[src/rtl/arb_pkg.sv]
// Shared constants for locking_bus_arbiter: FSM state encodings and the
// index-width helper used by the interface, picker and top level.
package arb_pkg;

    localparam logic [1:0] ST_IDLE  = 2'd0;
    localparam logic [1:0] ST_GRANT = 2'd1;
    localparam logic [1:0] ST_GAP   = 2'd2;

    // Never returns 0, so a parameter of 1 still gives a legal 1-bit vector.
    function automatic int clog2w(input int n);
        return (n <= 1) ? 1 : $clog2(n);
    endfunction

endpackage

[src/rtl/locking_bus_arbiter_if.sv]
// Request/grant bundle between the bus masters and locking_bus_arbiter.
// master: driven by the requesters; slave: driven by the arbiter.
interface locking_bus_arbiter_if
    import arb_pkg::*;
#(
    parameter int N = 4
) ();

    localparam int IDW = clog2w(N);

    logic [N-1:0]   req;
    logic [N-1:0]   grant;
    logic           grant_valid;
    logic [IDW-1:0] owner_id;
    logic           timeout_pulse;

    modport master (
        output req,
        input  grant,
        input  grant_valid,
        input  owner_id,
        input  timeout_pulse
    );

    modport slave (
        input  req,
        output grant,
        output grant_valid,
        output owner_id,
        output timeout_pulse
    );

endinterface

[src/rtl/locking_bus_arbiter_prio_pick.sv]
// Combinational fixed-priority picker: the highest set request bit wins.
// Produces a one-hot vector, its binary index and an any-request flag.
module prio_pick
    import arb_pkg::*;
#(
    parameter int N = 4
) (
    input  logic [N-1:0]          req,
    output logic [N-1:0]          onehot,
    output logic [clog2w(N)-1:0]  idx,
    output logic                  any
);

    localparam int IDW = clog2w(N);

    // Ascending scan: later (higher) indices overwrite earlier ones.
    always_comb begin
        onehot = '0;
        idx    = '0;
        for (int i = 0; i < N; i++) begin
            if (req[i]) begin
                onehot    = '0;
                onehot[i] = 1'b1;
                idx       = IDW'(i);
            end
        end
    end

    assign any = |req;

endmodule

[src/rtl/locking_bus_arbiter.sv]
// Fixed-priority locking bus arbiter: a grant is held until its owner drops req.
// Define ARB_TIMEOUT_EN to add a MAX_HOLD tenure limit with forced release and masking.
module locking_bus_arbiter
    import arb_pkg::*;
#(
    parameter int N          = 4,
    parameter int TURNAROUND = 1,
    parameter int MAX_HOLD   = 16
) (
    input logic                  clk,
    input logic                  rst,
    locking_bus_arbiter_if.slave bus
);

    localparam int IDW = clog2w(N);
    localparam int GW  = clog2w(TURNAROUND + 1);

    if (N < 2 || TURNAROUND < 0 || MAX_HOLD < 1) begin : g_param_check
        $error("locking_bus_arbiter: requires N>=2, TURNAROUND>=0, MAX_HOLD>=1");
    end

    logic [1:0]     state;
    logic [GW-1:0]  gap_cnt;
    logic [N-1:0]   grant_q;
    logic           grant_valid_q;
    logic [IDW-1:0] owner_q;

    logic [N-1:0]   cand;
    logic [N-1:0]   pick_onehot;
    logic [IDW-1:0] pick_idx;
    logic           pick_any;
    logic           owner_req;
    logic           forced;
    logic           release_now;

    assign owner_req = bus.req[owner_q];

`ifdef ARB_TIMEOUT_EN
    localparam int HW = clog2w(MAX_HOLD + 1);

    logic [HW-1:0] hold_cnt;
    logic [N-1:0]  mask;
    logic          hold_expired;
    logic          timeout_q;

    // A masked master is only passed over when someone else is asking.
    assign cand         = ((bus.req & ~mask) != '0) ? (bus.req & ~mask) : bus.req;
    assign hold_expired = (hold_cnt >= HW'(MAX_HOLD));
    assign forced       = owner_req && hold_expired;

    always_ff @(posedge clk or posedge rst) begin
        if (rst) begin
            hold_cnt  <= '0;
            mask      <= '0;
            timeout_q <= 1'b0;
        end else begin
            timeout_q <= 1'b0;
            if (state == ST_IDLE && pick_any) begin
                hold_cnt <= HW'(1);
                mask     <= '0;
            end else if (state == ST_GRANT) begin
                if (forced) begin
                    timeout_q <= 1'b1;
                    mask      <= grant_q;
                    hold_cnt  <= '0;
                end else if (!owner_req) begin
                    hold_cnt <= '0;
                end else if (!hold_expired) begin
                    hold_cnt <= hold_cnt + 1'b1;
                end
            end
        end
    end

    assign bus.timeout_pulse = timeout_q;
`else
    assign cand              = bus.req;
    assign forced            = 1'b0;
    assign bus.timeout_pulse = 1'b0;
`endif

    assign release_now = !owner_req || forced;

    prio_pick #(
        .N(N)
    ) u_pick (
        .req    (cand),
        .onehot (pick_onehot),
        .idx    (pick_idx),
        .any    (pick_any)
    );

    // Grant is frozen in ST_GRANT; every handoff passes through at least one
    // grant=0 cycle (ST_GAP and/or ST_IDLE), so grant never jumps one-hot to one-hot.
    always_ff @(posedge clk or posedge rst) begin
        if (rst) begin
            state         <= ST_IDLE;
            gap_cnt       <= '0;
            grant_q       <= '0;
            grant_valid_q <= 1'b0;
            owner_q       <= '0;
        end else begin
            case (state)
                ST_IDLE: begin
                    if (pick_any) begin
                        grant_q       <= pick_onehot;
                        grant_valid_q <= 1'b1;
                        owner_q       <= pick_idx;
                        state         <= ST_GRANT;
                    end
                end
                ST_GRANT: begin
                    if (release_now) begin
                        grant_q       <= '0;
                        grant_valid_q <= 1'b0;
                        owner_q       <= '0;
                        gap_cnt       <= '0;
                        state         <= (TURNAROUND > 0) ? ST_GAP : ST_IDLE;
                    end
                end
                ST_GAP: begin
                    if (int'(gap_cnt) >= TURNAROUND - 1) begin
                        state <= ST_IDLE;
                    end else begin
                        gap_cnt <= gap_cnt + 1'b1;
                    end
                end
                default: begin
                    state <= ST_IDLE;
                end
            endcase
        end
    end

    assign bus.grant       = grant_q;
    assign bus.grant_valid = grant_valid_q;
    assign bus.owner_id    = owner_q;

endmodule

[src/flat_wrapper.sv]
// flat-port wrapper written by rule: the top's interface ports become plain ports
module locking_bus_arbiter_flat import arb_pkg::*;
#(
    parameter int N          = 4,
    parameter int TURNAROUND = 1,
    parameter int MAX_HOLD   = 16
)
  (clk, rst, bus_req, bus_grant, bus_grant_valid, bus_owner_id, bus_timeout_pulse);
  locking_bus_arbiter_if #(.N(N)) bus_i ();
  input logic clk;
  input logic rst;
  input wire logic [$bits(bus_i.req)-1:0] bus_req;
  output wire logic [$bits(bus_i.grant)-1:0] bus_grant;
  output wire logic [$bits(bus_i.grant_valid)-1:0] bus_grant_valid;
  output wire logic [$bits(bus_i.owner_id)-1:0] bus_owner_id;
  output wire logic [$bits(bus_i.timeout_pulse)-1:0] bus_timeout_pulse;
  assign bus_i.req = bus_req;
  assign bus_grant = bus_i.grant;
  assign bus_grant_valid = bus_i.grant_valid;
  assign bus_owner_id = bus_i.owner_id;
  assign bus_timeout_pulse = bus_i.timeout_pulse;
  locking_bus_arbiter #(.N(N), .TURNAROUND(TURNAROUND), .MAX_HOLD(MAX_HOLD)) u_core (.clk(clk), .rst(rst), .bus(bus_i));
endmodule
[config.mk]
export PLATFORM = sky130hd
export DESIGN_NAME = locking_bus_arbiter_flat
export DESIGN_NICKNAME = d
export VERILOG_FILES = /design/src/rtl/arb_pkg.sv /design/src/rtl/locking_bus_arbiter_if.sv /design/src/rtl/locking_bus_arbiter_prio_pick.sv /design/src/rtl/locking_bus_arbiter.sv /design/src/flat_wrapper.sv
export SDC_FILE = /design/constraint.sdc
export NUM_CORES = 1
export LEC_CHECK = 0
export CORE_AREA = 2 2 39 41
export DETAILED_ROUTE_END_ITERATION = 8
export DIE_AREA = 0 0 41 43
export GPL_ROUTABILITY_DRIVEN = 0
export GPL_TIMING_DRIVEN = 0
export PLACE_DENSITY = 0.68
export SETUP_SLACK_MARGIN = 0.3
export SKIP_CTS_REPAIR_TIMING = 1
export SYNTH_ARGS = -nofsm -noshare
export SYNTH_HDL_FRONTEND = slang
export SYNTH_SLANG_ARGS = --single-unit
[constraint.sdc]
create_clock -name clk -period 2.2 [get_ports clk]
set_clock_uncertainty 0.15 [all_clocks]
set_input_delay 0.66 -clock clk [delete_from_list [all_inputs] [get_ports clk]]
set_output_delay 0.66 -clock clk [all_outputs]
set_load 0.01 [all_outputs]
==> results_tabular.tex <==
\begin{tabular}{lr}
\hline
Metric & Value \\
\hline
\multicolumn{2}{l}{\textbf{Clocking}} \\
\quad TritonCTS clock tree & done \\
\quad Insertion delay to the later sink of the worst-skew pair & around 0.25 ns \\
\quad Inserted Clock Buffers & 3 \\
\quad Clock sink count & 9 \\
\quad Clock-pin slew of the registers on the worst-case setup and hold paths & $\sim$0.060 ns \\
\quad Number of buffers on the longest clock path & 2 \\
\quad CTS root buffer & sky130\_fd\_sc\_hd\_\_clkbuf\_4 \\
\quad H-tree Lvls & 1 \\
\multicolumn{2}{l}{\textbf{Routing}} \\
\quad DRT Wirelength & $\sim$1.1 mm \\
\quad 1st-iter DRT viols & 12 \\
\quad Count of antenna-violating nets left after detailed routing & 0 \\
\quad \# DRC & 0 \\
\quad Average wire length per cell after detail routing & between 10 and 15 um \\
\quad Drt first pass iters & 4 \\
\quad Via count & 428 \\
\quad Via density & between 5 and 6 \\
\multicolumn{2}{l}{\textbf{Pwr}} \\
\quad Switching share of power & 37.49\% \\
\quad Internal power consumption & $\sim$0.55 mW \\
\quad Part of the power in registers & approximately 33\% \\
\quad Relative contribution of the clock network to total power & 14.5\% \\
\quad Areal power density over the cells & approximately 1300 nW/um\^{}2 \\
\quad Net load switching power & around 0.33 mW \\
\quad Largest vdd supply drop & roughly 0.00071 V \\
\quad Combinational power share & $\sim$52\% \\
\quad Leakage power summed over all cells & roughly 0.43 nW \\
\multicolumn{2}{l}{\textbf{Final layout}} \\
\quad Number of diodes added for antenna fixing & 0 \\
\quad Ratio of cells with drive above 1 in the final layout & 23.53\% \\
\quad Share of the core filled with cells in the final layout & 50.63\% \\
\quad Most frequent cells in the layout & sky130\_fd\_sc\_hd\_\_dlymetal6s2s\_1, sky130\_fd\_sc\_hd\_\_dfrtp\_1, sky130\_fd\_sc\_hd\_\_o21ai\_0 \\
\quad Most common library cell in the layout ignoring fill and taps & sky130\_fd\_sc\_hd\_\_dlymetal6s2s\_1 \\
\quad Filler-free cell count of the finished design & 84 \\
\quad Area added between synthesis and finish & 50.54\% \\
\quad Net count reported at finish & between 70 and 80 \\
\multicolumn{2}{l}{\textbf{Hold path}} \\
\quad Endpoint of the worst hold-timing path & u\_core.bus.grant\_valid \\
\quad Hold Crit Start & u\_core.bus.grant\_valid \\
\quad Instance count along the most critical hold path & 2 \\
\quad Hold Crit Class & reg -> reg \\
\multicolumn{2}{l}{\textbf{Placement}} \\
\quad Half-perimeter wire length after placement & 770.2 um \\
\quad Inst Count DP & 77 \\
\quad Number of input and output port buffers inserted & 12 \\
\quad Worst Setup Slack post-DPL & -0.2488 ns \\
\multicolumn{2}{l}{\textbf{Die}} \\
\quad Row cnt & 14 \\
\quad Die Outline Area & about 1800 um\^{}2 \\
\quad Horiz. Die Dim & 41 um \\
\quad Initial cell density of the core & 33.63\% \\
\quad DIE HEIGHT & approximately 43 um \\
\quad Num ports & 14 \\
\quad Area of the core & 1384 um\^{}2 \\
\multicolumn{2}{l}{\textbf{Synthesis}} \\
\quad Yosys warnings & 0 \\
\quad Synthesized area & about 470 um\^{}2 \\
\quad Synth Area in XOR/XNOR & 0\% \\
\quad Simple-Gate Fraction of Synth Area & 20.16\% \\
\quad Top-area cell type share of the netlist area & between 40\% and 50\% \\
\quad Sequential fraction of the synthesis area & between 40 and 50\% \\
\quad Number of flip-flops and latches in the synthesized netlist & 9 \\
\quad Biggest area consumer among synthesized cells & sky130\_fd\_sc\_hd\_\_dfrtp\_1 \\
\quad Number of instances in the synthesized netlist & 49 \\
\quad Leading post-synthesis cells by cell area & sky130\_fd\_sc\_hd\_\_dfrtp\_1, sky130\_fd\_sc\_hd\_\_mux2i\_1, sky130\_fd\_sc\_hd\_\_o21ai\_0 \\
\quad Mean cell area of the mapped netlist & between 9 and 10 um\^{}2 \\
\quad Post-synthesis share of cell area spent on full adders, half adders and majority gates & 0\% \\
\quad Complex-gate fraction of the synthesized area & roughly 18\% \\
\quad Post-Synthesis Net Count & 55 \\
\quad Dominant combinational cell family by area after synthesis & simple AND/OR/NAND/NOR gates \\
\quad Library cells used by synthesis & 22 \\
\quad Share of cell area taken by muxes after synthesis & about 6.5\% \\
\multicolumn{2}{l}{\textbf{Outcome}} \\
\quad Run status & finished clean \\
\multicolumn{2}{l}{\textbf{Timing}} \\
\quad Max-slew violations & 0 \\
\quad Worst-case setup margin in the final layout & 0.3476 ns \\
\quad Final cycle utilization of the critical path & between 80 and 90\% \\
\quad Unrepaired setup endpoints after global routing & no \\
\quad Top achievable clock speed & 0.5399 GHz \\
\quad Count of final setup violators & 0 \\
\quad Crit path time final & about 1.9 ns \\
\quad Number of endpoints with negative hold slack in the final report & 0 \\
\multicolumn{2}{l}{\textbf{Worst setup path}} \\
\quad Worst-path cell with the longest stage delay & sky130\_fd\_sc\_hd\_\_or3\_4 \\
\quad Required time reported for the critical path endpoint & about 2.2 ns \\
\quad Worst stage delay on the critical path & roughly 0.37 ns \\
\quad RR Startpoint & u\_core.bus.owner\_id[0] \\
\quad Type of the setup path with the least slack & in -> reg \\
\quad Cell class contributing the biggest share of worst-path delay & simple AND/OR/NAND/NOR gates \\
\quad Endpoint kind of the worst setup timing path & flop \\
\quad Critical path launch point type & input pin \\
\quad Worst-case register-to-register setup slack & $\sim$0.47 ns \\
\quad Maximum fanout count along the critical path & 5 \\
\quad Cells along the critical path & dlymetal6s2s\_1, mux2i\_1, o22ai\_2, or3\_4, a22o\_2 \\
\quad Length in cells of the worst reg-to-reg path & 4 \\
\quad Reg2Reg Capture Point & u\_core.bus.grant[3] \\
\quad Worst EP arrival & 1.85 ns \\
\quad Count of buffering cells on the critical path with inverters included & 1 \\
\multicolumn{2}{l}{\textbf{GRT}} \\
\quad Global-route wire length before repair & around 1.7 mm \\
\quad Number of global-route vias before repair & around 400 \\
\quad Final global-route overflow total & 0 \\
\quad Antenna violations before repair & 0 \\
\quad Maximum number of pins on one net before global-route repair & 11 \\
\quad Total routing usage reported by global routing & about 15\% \\
\multicolumn{2}{l}{\textbf{Job}} \\
\quad Number of maximum-capacitance violations & 0 \\
\hline
\end{tabular}
==> per-stage QoR <==
step / area (um^2) / power, mW / TNS [ns] / hold slack (ns)
final: 700.7 / 0.8805 / 0 / 0.3502
after global routing: 700.7 / 0.9461 / 0 / 0.3666
after CTS: 631.9 / 0.8492 / 0 / 0.3612
after detailed placement: 605.6 / 0.7169 / -0.8566 / 0.3441
after global placement: 605.6 / 0.6973 / -0.8330 / 0.3361
after floorplan: 465.4 / 0.5466 / 0 / 0.3379
==> cells in the mapped netlist, drive strengths merged <==
library cell / number
nor3: 2
or3: 1
and3: 1
conb: 1
o22ai: 1
or2: 1
o21ai: 5
a32oi: 1
nor2: 5
dfrtp: 9
inv: 4
or3b: 1
a32o: 2
nand3b: 1
nand2: 2
nor2b: 2
a21oi: 3
nand3: 1
buf: 2
mux2i: 3
a22o: 1
==> worst max-delay path by stage <==
stage                           from  slack [ns]                   to  depth (start not counted)
after global routing      bus_req[1]        0.32  u_core.bus.grant[2]                          5
after CTS                 bus_req[3]        0.03  u_core.bus.grant[2]                          5
after floorplan           bus_req[3]        0.40  u_core.bus.grant[3]                          4
final                     bus_req[1]        0.35  u_core.bus.grant[3]                          5
after detailed placement  bus_req[3]       -0.25  u_core.bus.grant[3]                          5
after global placement    bus_req[3]       -0.24  u_core.bus.grant[0]                          5
==> registers in the layout, summed over array words and instances (netlist names) <==
register / count
u_core.bus.grant: 4
u_core.bus.owner_id: 2
u_core.state: 2
u_core.bus.grant_valid: 1
==> power by group through the flow <==
stage	sequential, mW	clock, mW	combinational, mW
after floorplan	0.317	0	0.230
after global placement	0.300	0	0.398
after global routing	0.300	0.142	0.504
after detailed placement	0.305	0	0.412
after CTS	0.304	0.132	0.414
final	0.292	0.127	0.461
==> kinds of logic (layout without fill, tap and decap cells) <==
| logic type | count (synthesis) | after routing |
|---|---|---|
| other cells | 1 | 1 |
| simple gates | 17 | 17 |
| buf+inv | 6 | 25 |
| flops | 9 | 9 |
| mux | 3 | 3 |
| compound gates | 13 | 13 |
==> routing by layer <==
metal | global-route usage [%] | part of all wire [%] | vias up
met4 | 8.000 | 0 | 0
li1 | - | - | 212
met3 | 4.712 | 3.7 | 0
met1 | 19.54 | 43 | 206
met5 | 0 | 0 | -
met2 | 21.25 | 54 | 10
==> tightest hold or removal path, cell delays in order (launching register included) <==
cell	delay, ns
sky130_fd_sc_hd__dfrtp_1	0.34
sky130_fd_sc_hd__a21oi_1	0.04
sky130_fd_sc_hd__nor2_1	0.08
==> final cells by class <==
cell class / count / area (um^2)
plain buffers: 2 / 12.51
clock buffers: 4 / 26.28
fillers: 133 / 683.2
inverters: 4 / 15.01
multi-input cells: 34 / 230.2
flip-flops and latches: 9 / 226.5
well taps: 16 / 20.02
repair buffers: 15 / 170.2
No activity file was read; power rests on OpenSTA's default activity.
